[config.mk]
export PLATFORM = sky130hd
export DESIGN_NAME = handshake_ctrl_rr_arbiter_flat
export DESIGN_NICKNAME = d
export VERILOG_FILES = /design/src/rtl/handshake_ctrl_rr_arbiter_if.sv /design/src/rtl/handshake_ctrl_rr_arbiter.sv /design/src/flat_wrapper.sv
export SDC_FILE = /design/constraint.sdc
export NUM_CORES = 1
export LEC_CHECK = 0
export CAP_MARGIN = 20
export CORE_MARGIN = 1
export CORE_UTILIZATION = 52
export DETAILED_ROUTE_END_ITERATION = 16
export GPL_TIMING_DRIVEN = 0
export PLACE_DENSITY = 0.78
export SKIP_CTS_REPAIR_TIMING = 1
export SLEW_MARGIN = 5
export SYNTH_ARGS = -nofsm -noshare
export SYNTH_HDL_FRONTEND = slang
export SYNTH_SLANG_ARGS = --single-unit
[constraint.sdc]
create_clock -name clk -period 3.6 [get_ports clk]
set_clock_uncertainty 0.05 [all_clocks]
set_input_delay 0.36 -clock clk [delete_from_list [all_inputs] [get_ports clk]]
set_output_delay 0.36 -clock clk [all_outputs]
set_load 0.005 [all_outputs]
[src/rtl/handshake_ctrl_rr_arbiter_if.sv]
// Handshake bundle for handshake_ctrl_rr_arbiter.
//   ins_valid   : per-requester control-token valid (requesters -> arbiter)
//   ins_ready   : per-requester ready, one-hot or zero (arbiter -> requesters)
//   index       : winning requester number, zero-extended (arbiter -> consumer)
//   index_valid : output token valid, registered (arbiter -> consumer)
//   index_ready : consumer ready (consumer -> arbiter)
// The slave modport is the arbiter's view. The master modport is the view of
// the surrounding requesters and consumer.
interface handshake_ctrl_rr_arbiter_if #(
  parameter int unsigned NUM_IN      = 4,
  parameter int unsigned INDEX_WIDTH = 2
);
  logic [NUM_IN-1:0]      ins_valid;
  logic [NUM_IN-1:0]      ins_ready;
  logic [INDEX_WIDTH-1:0] index;
  logic                   index_valid;
  logic                   index_ready;

  modport slave (
    input  ins_valid,
    output ins_ready,
    output index,
    output index_valid,
    input  index_ready
  );

  modport master (
    output ins_valid,
    input  ins_ready,
    input  index,
    input  index_valid,
    output index_ready
  );
endinterface

[src/rtl/handshake_ctrl_rr_arbiter.sv]
// Round-robin arbiter that lets NUM_IN control-token requesters share a single
// dataflow consumer. Each cycle it grants at most one requester and emits the
// winner's number as a token on a registered one-slot output channel. Because
// the output is registered, there is no combinational path from ins_valid to
// index_valid.
// Ports:
//   clk : clock, all state on the rising edge
//   rst : asynchronous active-low reset
//   bus : handshake_ctrl_rr_arbiter_if.slave (ins_valid/ins_ready in,
//         index/index_valid/index_ready out)
module handshake_ctrl_rr_arbiter #(
  parameter int unsigned NUM_IN      = 4,
  parameter int unsigned INDEX_WIDTH = 2
) (
  input logic                        clk,
  input logic                        rst,
  handshake_ctrl_rr_arbiter_if.slave bus
);

  localparam int unsigned PtrW = (NUM_IN > 1) ? $clog2(NUM_IN) : 1;

  logic                   out_full_q, out_full_d;
  logic [INDEX_WIDTH-1:0] index_q, index_d;
  logic [PtrW-1:0]        ptr_q, ptr_d;

  logic [NUM_IN-1:0] grant;
  logic [PtrW-1:0]   win;
  logic              found;
  int unsigned       pos;
  logic              can_accept;
  logic              in_xfer;
  logic              out_xfer;

  // The scan starts at ptr and wraps modulo NUM_IN, so the most recent winner
  // has the lowest priority on the next transfer.
  always_comb begin
    grant = '0;
    win   = '0;
    found = 1'b0;
    pos   = 0;
    for (int unsigned k = 0; k < NUM_IN; k++) begin
      pos = 32'(ptr_q) + k;
      if (pos >= NUM_IN) pos = pos - NUM_IN;
      if (!found && bus.ins_valid[pos]) begin
        found      = 1'b1;
        grant[pos] = 1'b1;
        win        = PtrW'(pos);
      end
    end
  end

  assign can_accept = ~out_full_q | bus.index_ready;

  // ins_ready is gated with rst because the asynchronous clear empties the
  // slot, and can_accept alone would then report a free slot during reset.
  assign bus.ins_ready   = grant & {NUM_IN{can_accept & rst}};
  assign bus.index       = index_q;
  assign bus.index_valid = out_full_q;

  assign in_xfer  = |bus.ins_ready;
  assign out_xfer = out_full_q & bus.index_ready;

  always_comb begin
    out_full_d = out_full_q;
    index_d    = index_q;
    ptr_d      = ptr_q;
    if (in_xfer) begin
      // This also covers a simultaneous dequeue: the slot stays full and takes
      // the new winner.
      out_full_d = 1'b1;
      index_d    = INDEX_WIDTH'(win);
      ptr_d      = (win == PtrW'(NUM_IN - 1)) ? '0 : win + PtrW'(1);
    end else if (out_xfer) begin
      out_full_d = 1'b0;
    end
  end

  always_ff @(posedge clk or negedge rst) begin
    if (!rst) begin
      out_full_q <= 1'b0;
      index_q    <= '0;
      ptr_q      <= '0;
    end else begin
      out_full_q <= out_full_d;
      index_q    <= index_d;
      ptr_q      <= ptr_d;
    end
  end

endmodule

[src/flat_wrapper.sv]
// flat-port wrapper written by rule: the top's interface ports become plain ports
module handshake_ctrl_rr_arbiter_flat 
#(
  parameter int unsigned NUM_IN      = 4,
  parameter int unsigned INDEX_WIDTH = 2
)
  (clk, rst, bus_ins_valid, bus_ins_ready, bus_index, bus_index_valid, bus_index_ready);
  handshake_ctrl_rr_arbiter_if #(.NUM_IN(NUM_IN), .INDEX_WIDTH(INDEX_WIDTH)) bus_i ();
  input logic clk;
  input logic rst;
  input wire logic [$bits(bus_i.ins_valid)-1:0] bus_ins_valid;
  output wire logic [$bits(bus_i.ins_ready)-1:0] bus_ins_ready;
  output wire logic [$bits(bus_i.index)-1:0] bus_index;
  output wire logic [$bits(bus_i.index_valid)-1:0] bus_index_valid;
  input wire logic [$bits(bus_i.index_ready)-1:0] bus_index_ready;
  assign bus_i.ins_valid = bus_ins_valid;
  assign bus_ins_ready = bus_i.ins_ready;
  assign bus_index = bus_i.index;
  assign bus_index_valid = bus_i.index_valid;
  assign bus_i.index_ready = bus_index_ready;
  handshake_ctrl_rr_arbiter #(.NUM_IN(NUM_IN), .INDEX_WIDTH(INDEX_WIDTH)) u_core (.clk(clk), .rst(rst), .bus(bus_i));
endmodule
# After elaboration in Yosys (flattened, before gate mapping)
# Cells that the tools add are included.
[op_classes]
add_sub_neg = 8
order_cmp = 12
eq_ne = 1
mux = 34
n_bitwise = 8
reduce_logical = 12
[op_table]
columns = ["cell", "count"]
rows = [
  ["32-bit by 1-bit greater-or-equal comparator with 1-bit output (second input constant)", 4],
  ["32-bit by 3-bit less-than comparator with 1-bit output (second input constant)", 4],
  ["32-bit 2-to-1 mux", 4],
  ["32-bit by 3-bit greater-or-equal comparator with 1-bit output (second input constant)", 3],
  ["32-bit by 3-bit subtractor with 32-bit output (second input constant)", 3],
  ["4-bit 2-to-1 mux", 4],
  ["1-bit 2-to-1 mux", 13],
  ["4-bit bitwise OR", 3],
  ["2-bit 2-to-1 mux", 5],
  ["1-bit binary-select mux with 2-bit select", 4],
  ["1-bit demux with 2-bit select", 4],
  ["1-bit logical AND", 7],
  ["2-bit by 2-bit adder with 3-bit output (second input constant)", 2],
  ["4-bit AND", 1],
  ["4-bit OR reduction", 1],
  ["2-bit by 3-bit subtractor with 4-bit output (second input constant)", 1],
  ["2-bit by 1-bit adder with 3-bit output (second input constant)", 1],
  ["2-bit by 3-bit greater-or-equal comparator with 1-bit output (second input constant)", 1],
  ["1-bit zero test", 3],
  ["2-bit by 1-bit adder with 2-bit output (second input constant)", 1],
  ["1-bit AND", 2],
  ["2-bit == test (second input constant)", 1],
  ["2-bit nonzero test", 1],
  ["1-bit NOT", 1],
  ["1-bit bitwise OR", 1],
]
[totals]
register_bits = 5
input_bits = 7
output_inout_bits = 7
elab_cells = 78

# Depth between registers and ports, before layout
# Gate-level depths: netlist of run 1.
[logic_depth]
word_depth = 17
ltp_mapped = 10
ltp_nobuf = 8

# Worst setup path after synthesis of run 1
# Ideal clock, no wire load.
[synth_timing]
path_kind = "reg-to-reg"
from = "reg u_core.ptr_q[1]"
to = "reg u_core.index_q[0], in the netlist u_core.bus.index[0]"
arrival_time_ns = 2.726
slack_ns = 0.699
path_stages_with_launch = 11
n_path_buf = 2
period_less_slack_ns = 2.901
cell_sequence = "dfrtp_1 > clkbuf_1 > inv_2 > ha_1 > clkbuf_1 > mux4_2 > a21oi_1 > o2bb2ai_1 > o221ai_2 > o21bai_4 > mux2_4"
[synth_via]
elab_chain_len = 16
[synth_lines]
columns = ["element", "line", "text"]
rows = [
  ["start: declaration", "handshake_ctrl_rr_arbiter.sv:24", "logic [PtrW-1:0] ptr_q, ptr_d;"],
  ["start signal: assignment", "handshake_ctrl_rr_arbiter.sv:86", "ptr_q <= ptr_d;"],
  ["branches (longest 16 deep; another with 32-bit by 3-bit subtractor with 32-bit output)", "n/a", ""],
  ["end signal: assignment", "handshake_ctrl_rr_arbiter.sv:85", "index_q <= index_d;"],
  ["end: declaration", "handshake_ctrl_rr_arbiter.sv:23", "logic [INDEX_WIDTH-1:0] index_q, index_d;"],
]
# Several ways; the timed one is not identified. The select of a mux whose other input is x is not followed.
# A chain may end at the register's enable or synchronous reset.

==> flow_metrics.py, run 1 <==
metrics = {
    "global_route": {
        "grt_max_degree": 11,
        "grt_pass1_wl_um": 3174,
        "grt_antenna_before_repair": 0,
        "grt.total_usage": 0.2270,
        "grt_pass1_vias": 721,
        "grt-ovfl-total": 0,
    },
    "final_layout": {
        "fin_cells": 122,
        "nNetsFinal": 119,
        "drive_gt1_frac": 0.2264,
        "syn2layout_area_growth_pct": 18.81,
        "final_cell_mix": "nor2_1, clkdlybuf4s50_1, nand2_1",
        "diodes": 0,
    },
    "worst_setup_path": {
        "worstRegToRegCells": 9,
        "crit_end": "bus_ins_ready[3]",
        "reg2reg_slack_ns": 0.57,
        "path_buf_inv": 3,
        "worst_path_max_delay_cell": "mux4_2",
        "cp_top_family": "buffers and inverters",
        "cp.depth": 8,
        "r2r-end": "u_core.bus.index[1]",
        "worst_setup_path_start_kind": "register",
        "slowest_delay_ns": 0.57,
        "critPathMaxFanout": 10,
        "required_ns": 3.19,
        "worst-setup-path-type": "register to output port",
        "arrival_ns": 3.03,
        "crit_path_end_kind": "output port",
        "path_cells": "buf_6, inv_1, ha_1, mux4_2, nand3b_1, o2bb2ai_1, a21oi_1, clkdlybuf4s50_1",
    },
    "synth": {
        "synth_edf_count": 0,
        "syn_area_um2": 864.6,
        "syn_area_per_cell_um2": 9.398,
        "synthCells": 92,
        "seq_area_frac_synth": 0.1447,
        "synth.distinct_cells": 41,
        "ys_ff_latch": 5,
        "synthArstFlopShare": 1.000,
        "syn_nets": 104,
        "synth_ff_type": "dfrtp_1",
        "yosys_warnings": 0,
    },
    "sta": {
        "timing.final.hold_violations": 0,
        "max_freq_mhz": 290.8,
        "fin_crit_sh": 0.9553,
        "finalSetupViolations": 0,
        "tightestPinTransition_ns": 0.4872,
        "slew_viol_final": 0,
        "min_period_ns": 3.439,
        "rsz0062_at_grt": "no",
        "slew_headroom": 0.6659,
        "holdWs_ns": 0.3060,
    },
    "pwr": {
        "p_leak_nw": 0.4232,
        "ir_drop_uv": 526.4,
        "power.density_mw_per_mm2": 902.6,
    },
    "worst_hold_path": {
        "worstHoldPathType": "input port to asynchronous set/reset pin",
    },
    "floorplanning": {
        "rows": 14,
        "core_mm2": 0.001524,
        "die-area_mm2": 0.001830,
        "ios": 14,
        "start_util": 0.5673,
        "die_w_um": 42.78,
        "dieHeight_um": 42.78,
    },
    "clocking": {
        "clk_transition_reported_paths_ns": 0.05,
        "clockRootBuffer": "clkbuf_4",
        "cts.htree.levels": 1,
        "clk_latency_ns": 0.24,
        "clk_path_buf_depth": 2,
        "numCtsBuffers": 3,
        "cts_tree": "done",
        "clock_sinks": 5,
    },
    "run": {
        "drv_cap": 0,
    },
    "drt": {
        "wl_per_cell_um": 15.08,
        "drt-initial-drc-count": 20,
        "drc_errors": 0,
        "dr.pass1.iters": 4,
        "ant_nets": 0,
        "wl_um": 1840,
        "dr_total_vias": 782,
        "drt-vias-per-instance": 6.410,
    },
    "status": {
        "outcome": "finished, final reports clean",
    },
    "placement": {
        "portBuffers": 12,
        "dp_hpwl_um": 1464,
        "place_inst": 120,
        "place_congestion": 0.8630,
    },
}
==> cell usage after synthesis, types with 2 or more instances <==
master     count  area (µm²)
and3_1         4       25.02
ha_1           5       62.56
dfrtp_1        5       125.1
mux2_4         2       30.03
mux4_2         2       45.04
clkbuf_1       2       7.510
buf_6          2       22.52
nand2b_1       5       31.28
and2_1         2       12.51
inv_1          2       7.510
mux2i_2        2       27.53
mux2_2         3       33.78
mux2i_1        2       20.02
nor2_1        12       45.04
a2111oi_2      2       30.03
o22ai_1        3       18.77
a21oi_1        5       25.02
nand3b_1       2       15.01
nand2_1        8       30.03
==> cell families (layout without fill, tap and decap cells) <==
| logic type | after synthesis | in the layout | share of synthesized area |
|---|---|---|---|
| AO/OA/AOI/OAI | 23 | 23 | 0.2677 |
| XOR/XNOR | 1 | 1 | 0.01013 |
| adder cells (fa/ha/maj) | 5 | 5 | 0.07236 |
| buffers and inverters | 7 | 21 | 0.04776 |
| flip-flops | 5 | 5 | 0.1447 |
| multiplexers | 13 | 13 | 0.2243 |
| AND/OR/NAND/NOR | 38 | 38 | 0.2330 |
==> area by class of cell <==
cell class,instances,area [µm²]
tap,16,20.02
timing repair buffer,12,120.1
multi-input combinational,80,700.7
fill,128,496.7
sequential,5,126.4
inverter,3,11.26
clock buffer,4,26.28
buffer,2,22.52
==> report_power, final <==
part           switching [mW]  total (mW)  internal [mW]
Clock                  0.0227      0.0646         0.0419
Sequential             0.0410       0.127         0.0859
Combinational           0.359       0.736          0.376
==> metrics by stage <==
step	util	instance area (µm²)	setup TNS [ns]	worst slack, ns	power, mW
final	0.6741	1027	0	0.1609	0.9272
after global routing	0.6741	1027	0	0.02916	0.9967
after CTS	0.6765	1031	-0.3445	-0.1280	0.9315
after global placement	0.6593	1005	0	0.2499	0.8408
after floorplan	-	864.6	0	0.6992	0.6815
after detailed placement	0.6593	1005	0	0.1356	0.8612
==> worst min-delay path by stage <==
stage	end	slack (ns)	from
floorplan	asynchronous set/reset pin	0.01	rst
global placement	u_core.bus.index_valid	0.43	u_core.bus.index_valid
detailed placement	u_core.bus.index[0]	0.45	u_core.bus.index[0]
CTS	u_core.bus.index_valid	0.30	rst
global route	u_core.bus.index_valid	0.33	rst
finish	u_core.ptr_q[1]	0.31	rst
==> layer usage <==
metal  vias to the layer above  part of all wire  global-route usage  wire length, µm
met5                         -                 0                   0                0
met4                         0             0.010             0.06250               19
met3                         2             0.027             0.04255               50
met2                        21              0.51              0.3758              931
met1                       378              0.46              0.2997              838
li1                        381                 -                   -                -
(Power assumes the default switching activity.)
==> inputs of run 2 (changes only) <==
--- a/config.mk
+++ b/config.mk
@@ -16,3 +16,4 @@
 export SYNTH_ARGS = -nofsm -noshare
 export SYNTH_HDL_FRONTEND = slang
 export SYNTH_SLANG_ARGS = --single-unit
+export TNS_END_PERCENT = 10
==> results of run 2 <==
No change in the layout: final DEF, timing and power equal those of run 1.
==> inputs of run 3 (changes only) <==
--- a/config.mk
+++ b/config.mk
@@ -5,10 +5,10 @@
 export SDC_FILE = /design/constraint.sdc
 export NUM_CORES = 1
 export LEC_CHECK = 0
-export CAP_MARGIN = 20
 export CORE_MARGIN = 1
 export CORE_UTILIZATION = 52
 export DETAILED_ROUTE_END_ITERATION = 16
+export GPL_ROUTABILITY_DRIVEN = 0
 export GPL_TIMING_DRIVEN = 0
 export PLACE_DENSITY = 0.78
 export SKIP_CTS_REPAIR_TIMING = 1
@@ -16,4 +16,3 @@
 export SYNTH_ARGS = -nofsm -noshare
 export SYNTH_HDL_FRONTEND = slang
 export SYNTH_SLANG_ARGS = --single-unit
-export TNS_END_PERCENT = 10
==> results of run 3 <==
No change in the layout: final DEF, timing and power equal those of run 1.
